[config.mk]
export PLATFORM = sky130hd
export DESIGN_NAME = repetition_serial_encoder
export DESIGN_NICKNAME = d
export VERILOG_FILES = /design/src/rtl/repetition_serial_encoder.sv
export SDC_FILE = /design/constraint.sdc
export NUM_CORES = 1
export LEC_CHECK = 0
export ABC_AREA = 1
export CAP_MARGIN = 10
export CORE_MARGIN = 8
export CORE_UTILIZATION = 39
export DETAILED_ROUTE_END_ITERATION = 10
export GPL_ROUTABILITY_DRIVEN = 0
export GPL_TIMING_DRIVEN = 0
export PLACE_DENSITY = 0.81
export SETUP_SLACK_MARGIN = 0.3
export SYNTH_ARGS = -nofsm -noshare
export SYNTH_HDL_FRONTEND = slang
export SYNTH_SLANG_ARGS = --single-unit
[constraint.sdc]
create_clock -name clock -period 1.4 [get_ports clock]
set_input_delay 0.28 -clock clock [delete_from_list [all_inputs] [get_ports clock]]
set_output_delay 0.28 -clock clock [all_outputs]
set_load 0.02 [all_outputs]
[src/rtl/repetition_serial_encoder.sv]
`default_nettype none
// ============================================================================
// Module      : repetition_serial_encoder
// Description : Transmit side of a repetition code. Accepts one word per
//               upstream handshake and replays it REPETITION times on
//               consecutive downstream beats, tagging each copy with its index.
// Revision    : 1.0 - initial release
// ============================================================================
module repetition_serial_encoder #(
  parameter int DATA_WIDTH    = 8,
  parameter int REPETITION    = 3,
  localparam int COUNTER_WIDTH = (REPETITION > 1) ? $clog2(REPETITION) : 1
) (
  input  logic                     clock,
  input  logic                     resetn,
  input  logic                     upstream_valid,
  output logic                     upstream_ready,
  input  logic [DATA_WIDTH-1:0]    upstream_data,
  output logic                     downstream_valid,
  input  logic                     downstream_ready,
  output logic [DATA_WIDTH-1:0]    downstream_data,
  output logic [COUNTER_WIDTH-1:0] downstream_index,
  output logic                     downstream_first,
  output logic                     downstream_last
);

  // Explicit terminal count: REPETITION need not be a power of two, so the
  // counter never relies on natural wrap-around.
  localparam logic [COUNTER_WIDTH-1:0] LAST_INDEX = COUNTER_WIDTH'(REPETITION - 1);
  localparam logic [COUNTER_WIDTH-1:0] ONE        = COUNTER_WIDTH'(1);

  typedef enum logic [0:0] {
    IDLE    = 1'b0,
    SENDING = 1'b1
  } state_t;

  if (DATA_WIDTH < 1) begin : g_bad_data_width
    $error("repetition_serial_encoder: DATA_WIDTH must be >= 1");
  end
  if (REPETITION < 1) begin : g_bad_repetition
    $error("repetition_serial_encoder: REPETITION must be >= 1");
  end

  state_t                   state_q, state_d;
  logic [DATA_WIDTH-1:0]    word_q, word_d;
  logic [COUNTER_WIDTH-1:0] count_q, count_d;
  logic                     first_q, first_d;
  logic                     last_q, last_d;
  logic                     upstream_handshake;
  logic                     downstream_handshake;

  // first/last are kept as flops (qualified by valid) so every downstream
  // output is registered; only upstream_ready is combinational.
  assign downstream_valid     = (state_q == SENDING);
  assign downstream_data      = word_q;
  assign downstream_index     = count_q;
  assign downstream_first     = first_q;
  assign downstream_last      = last_q;
  assign upstream_ready       = ~downstream_valid | (downstream_ready & last_q);
  assign upstream_handshake   = upstream_valid & upstream_ready;
  assign downstream_handshake = downstream_valid & downstream_ready;

  // State, held word, copy counter and beat tags.
  always_ff @(posedge clock or negedge resetn) begin
    if (!resetn) begin
      state_q <= IDLE;
      word_q  <= '0;
      count_q <= '0;
      first_q <= 1'b0;
      last_q  <= 1'b0;
    end else begin
      state_q <= state_d;
      word_q  <= word_d;
      count_q <= count_d;
      first_q <= first_d;
      last_q  <= last_d;
    end
  end

  // Next-state logic: load on upstream handshake, step copies on downstream
  // handshake, reload without a bubble when the last copy and a new word meet.
  always_comb begin
    state_d = state_q;
    word_d  = word_q;
    count_d = count_q;
    case (state_q)
      IDLE: begin
        if (upstream_handshake) begin
          state_d = SENDING;
          word_d  = upstream_data;
          count_d = '0;
        end
      end
      SENDING: begin
        if (downstream_handshake) begin
          if (count_q == LAST_INDEX) begin
            count_d = '0;
            if (upstream_handshake) begin
              word_d = upstream_data;
            end else begin
              state_d = IDLE;
            end
          end else begin
            count_d = count_q + ONE;
          end
        end
      end
      default: begin
        state_d = IDLE;
        count_d = '0;
      end
    endcase
    first_d = (state_d == SENDING) && (count_d == '0);
    last_d  = (state_d == SENDING) && (count_d == LAST_INDEX);
  end

endmodule
`default_nettype wire
==> results summary <==
The all-layer global routing usage came out at 11.1%. Once layout is complete, the cells apart from fillers number 129. The CTS tree is built. The endpoint required time on the critical path came out at 1.12 ns. The number of cells on the worst reg-to-reg path is 6.

The number of warnings issued by yosys is 0. The core outline area came out at 1450 um^2. The signed area change from the synthesized netlist to the final layout came out at 75.6%. The floorplan row count came out at 14. Summed over all failing endpoints, the final setup total negative slack is 0 ns. The upper clock frequency limit is 811 MHz.

The initial cell density of the core came out at 40.2%. The tree is rooted in a sky130_fd_sc_hd__clkbuf_4. In the final layout, the multi-input gates occupy 264 um^2. The y dimension of the die came out at 54.7 um. Yosys attributes the largest share of cell area to sky130_fd_sc_hd__dfrtp_1 56%, sky130_fd_sc_hd__nand2_1 17%, sky130_fd_sc_hd__nand3_1 10%, sky130_fd_sc_hd__inv_1 3.2%, sky130_fd_sc_hd__nor2_1 3.2%. The leakage power summed over all cells is 0.549 nW. Setup violations remaining at the end of the flow were counted as 0.

The worst setup path is launched from a register. The area enclosed by the die boundary is about 3000 um^2. The number of I/O pins is 26. The number of max-slew violations in the final report is 0.

Cells with a size suffix above 1 make up 40.7% of the layout. After the last flow step, the layout net total stands at 126. Headroom to the max-slew limit came out at 62.1%.

The reported max-cap violation count is 0. Entering global routing, the biggest net connects 14 pins. The total inserted antenna cells came out at 0. The residual antenna-violating net count after detailed routing is 0. In this run the worst path has a maximum fanout of 2. The clock edge transition at the registers on the reported setup and hold paths is ~0.07 ns. The combined flip-flop and latch cell area came out at 330 um^2.

The actual slew at the worst max-slew pin came out at 0.567 ns. The initial detailed-routing violation count is 12. Sequential elements use 55.7% of the synthesized area.

The longest clock path from root to sink contains 2 buffers. The net count after synthesis is between 80 and 90. Across all layers, the routed design uses 598 vias. The die span in x came out at 54.7 um. The final global-route overflow total came out at 0. Counting every instance in the synthesized netlist gives 70. The number of antenna violations at the first check in global routing is 0. The number of distinct library cells after synthesis is 11.

The synthesized netlist occupies a cell area of 584 um^2. The via count of the first global-routing pass came to 586. The global-route wire length before repair came out at between 2000 and 2500 um.

CTS built an H-tree with a depth of 1. The cell count after placement came out at 111. The setup path with the least slack is of type reg2out. Setup repair after global routing could not meet its margin everywhere. The power per cell area came out at 2350 nW/um^2.

The time the final worst path needs with I/O delays and setup came out at 1.23 ns. The per-instance average area after synthesis came out at 8.35 um^2. Counting flops and latches in the post-synthesis netlist gives 13.

The number of sinks on the clock net came out at 13. Using the TritonRoute via totals, the vias-per-cell ratio works out to around 4.6. Across the routed clock network, the largest skew measured is 0.00570 ns.

The type of the tightest min-delay check is in2async. VDD sags by at most 1.04 mV. The biggest area contributor in the post-synthesis netlist is sky130_fd_sc_hd__dfrtp_1.

The clock reaches the later pin of the worst-skew pair after 0.27 ns. Dividing the final minimum period by the clock period gives 88.1%. The worst endpoint data arrival time came out at 0.95 ns. For this run, design rule violations remaining after detail routing come to 0. The total CTS buffers is 3. The first-pass iteration count of the detailed router came out at 4. The wire length after detailed routing came out at 1800 um. The quantity of hold-fixing buffers added after cts is 0.

The half-perimeter wire length after placement is 1130 um. The proportion of netlist area held by the largest area contributor came out at 55.7%. The final-layout fill cell count came out at 112. The hold violation total from the final report was 0. The post-detailed-route wirelength per cell came out at 13.9 um. Buffers placed on the I/O ports in this run total 25.

The flow ran to the end, and the final reports show no timing, DRC or antenna violations. The worst setup path is captured at an output port.
==> power by group <==
group,internal (mW),switching (mW),leakage [nW]
Sequential,0.558,0.155,0.158
Clock,0.110,0.107,0.0150
Combinational,0.704,0.782,0.376
Total,1.37,1.04,0.549
==> cell families after synthesis <==
logic type	synth area share, %
AOI/OAI and AO/OA	4.50
buffers and inverters	3.85
DFF	55.7
and+or+nand+nor	36.0
==> Yosys cell counts (all sizes together) <==
cell   count
dfrtp     13
a21oi      3
nand2     29
nand3     12
inv        6
nor2       7
==> layer usage <==
layer	routed length [um]	vias to the layer above	part of all wire (%)	track usage (%)
met5	0	-	0	0
met4	21	0	1.2	8.20
met3	50	2	2.8	4.35
met2	1060	14	59	18.3
met1	666	275	37	11.1
li1	-	307	-	-
==> layout by cell type, fill, tap and decap left out <==
cell type	netlist	routed
sky130_fd_sc_hd__clkbuf_1	0	1
sky130_fd_sc_hd__nand2_2	1	2
sky130_fd_sc_hd__dfrtp_1	13	9
sky130_fd_sc_hd__clkbuf_4	0	3
sky130_fd_sc_hd__a21oi_1	2	2
sky130_fd_sc_hd__nand2_4	1	2
sky130_fd_sc_hd__buf_4	0	12
sky130_fd_sc_hd__buf_6	0	13
sky130_fd_sc_hd__nor2_2	2	1
sky130_fd_sc_hd__nand2_1	27	25
sky130_fd_sc_hd__dlygate4sd2_1	0	1
sky130_fd_sc_hd__clkinvlp_4	0	1
sky130_fd_sc_hd__inv_2	1	2
sky130_fd_sc_hd__inv_1	5	4
sky130_fd_sc_hd__nor2_1	5	4
sky130_fd_sc_hd__clkdlybuf4s50_1	0	10
sky130_fd_sc_hd__nand3_1	12	11
sky130_fd_sc_hd__a21oi_4	1	1
sky130_fd_sc_hd__buf_2	0	2
sky130_fd_sc_hd__dfrtp_2	0	4
sky130_fd_sc_hd__nor2_4	0	2
sky130_fd_sc_hd__nand3_2	0	1
==> flip-flops by register name, summed over array words and instances, names as in the netlist <==
register,flops
downstream_first,1
downstream_last,1
downstream_data,8
downstream_valid,1
downstream_index,2
==> worst paths after layout <==
check	startpoint	to	slack, ns
setup / recovery	downstream_last$_DFF_PN0_	upstream_ready	0.17
hold / removal	resetn	downstream_data[1]$_DFFE_PN0P_	0.37
setup reg to reg	downstream_last$_DFF_PN0_	downstream_last$_DFF_PN0_	0.22
hold reg to reg	downstream_data[5]$_DFFE_PN0P_	downstream_data[5]$_DFFE_PN0P_	0.50
max in group asynchronous	resetn	downstream_index[0]$_DFF_PN0_	0.62
min in group clock	downstream_data[5]$_DFFE_PN0P_	downstream_data[5]$_DFFE_PN0P_	0.50
==> critical path, stage by stage (launching register included) <==
cell                      delay, ns
sky130_fd_sc_hd__dfrtp_2       0.42
sky130_fd_sc_hd__nand2_4       0.07
sky130_fd_sc_hd__nand2_2       0.06
sky130_fd_sc_hd__buf_6         0.13
==> layout make-up <==
class,count,share of cell area (%)
clock buffers,4,2.56
inverters,6,2.20
multi-input cells,51,25.7
flip-flops and latches,13,32.2
well taps,16,1.95
repair buffers,38,34.6
repair inverters,1,0.732
==> repair_timing <==
action,CTS,global route
endpoints found under the hold margin,0,0
endpoints found under the setup margin,25,25
resized for setup,71,19
pin swaps,3,2
cloned,1,0
buffers inserted,5,8
==> metrics by stage <==
| step | cell area (um^2) | hold WS (ns) | total power [mW] | setup slack (ns) | utilization [%] |
|---|---|---|---|---|---|
| after floorplan | 592 | -0.0156 | 1.32 | 0.306 | - |
| after global placement | 862 | 0.452 | 1.81 | -0.518 | 59.3 |
| after detailed placement | 862 | 0.459 | 1.85 | -0.537 | 59.3 |
| after CTS | 905 | 0.377 | 2.11 | 0.159 | 62.2 |
| after global routing | 1030 | 0.393 | 2.59 | 0.127 | 70.6 |
| final | 1030 | 0.371 | 2.42 | 0.166 | 70.6 |
Power figures use the tool's default switching activity.
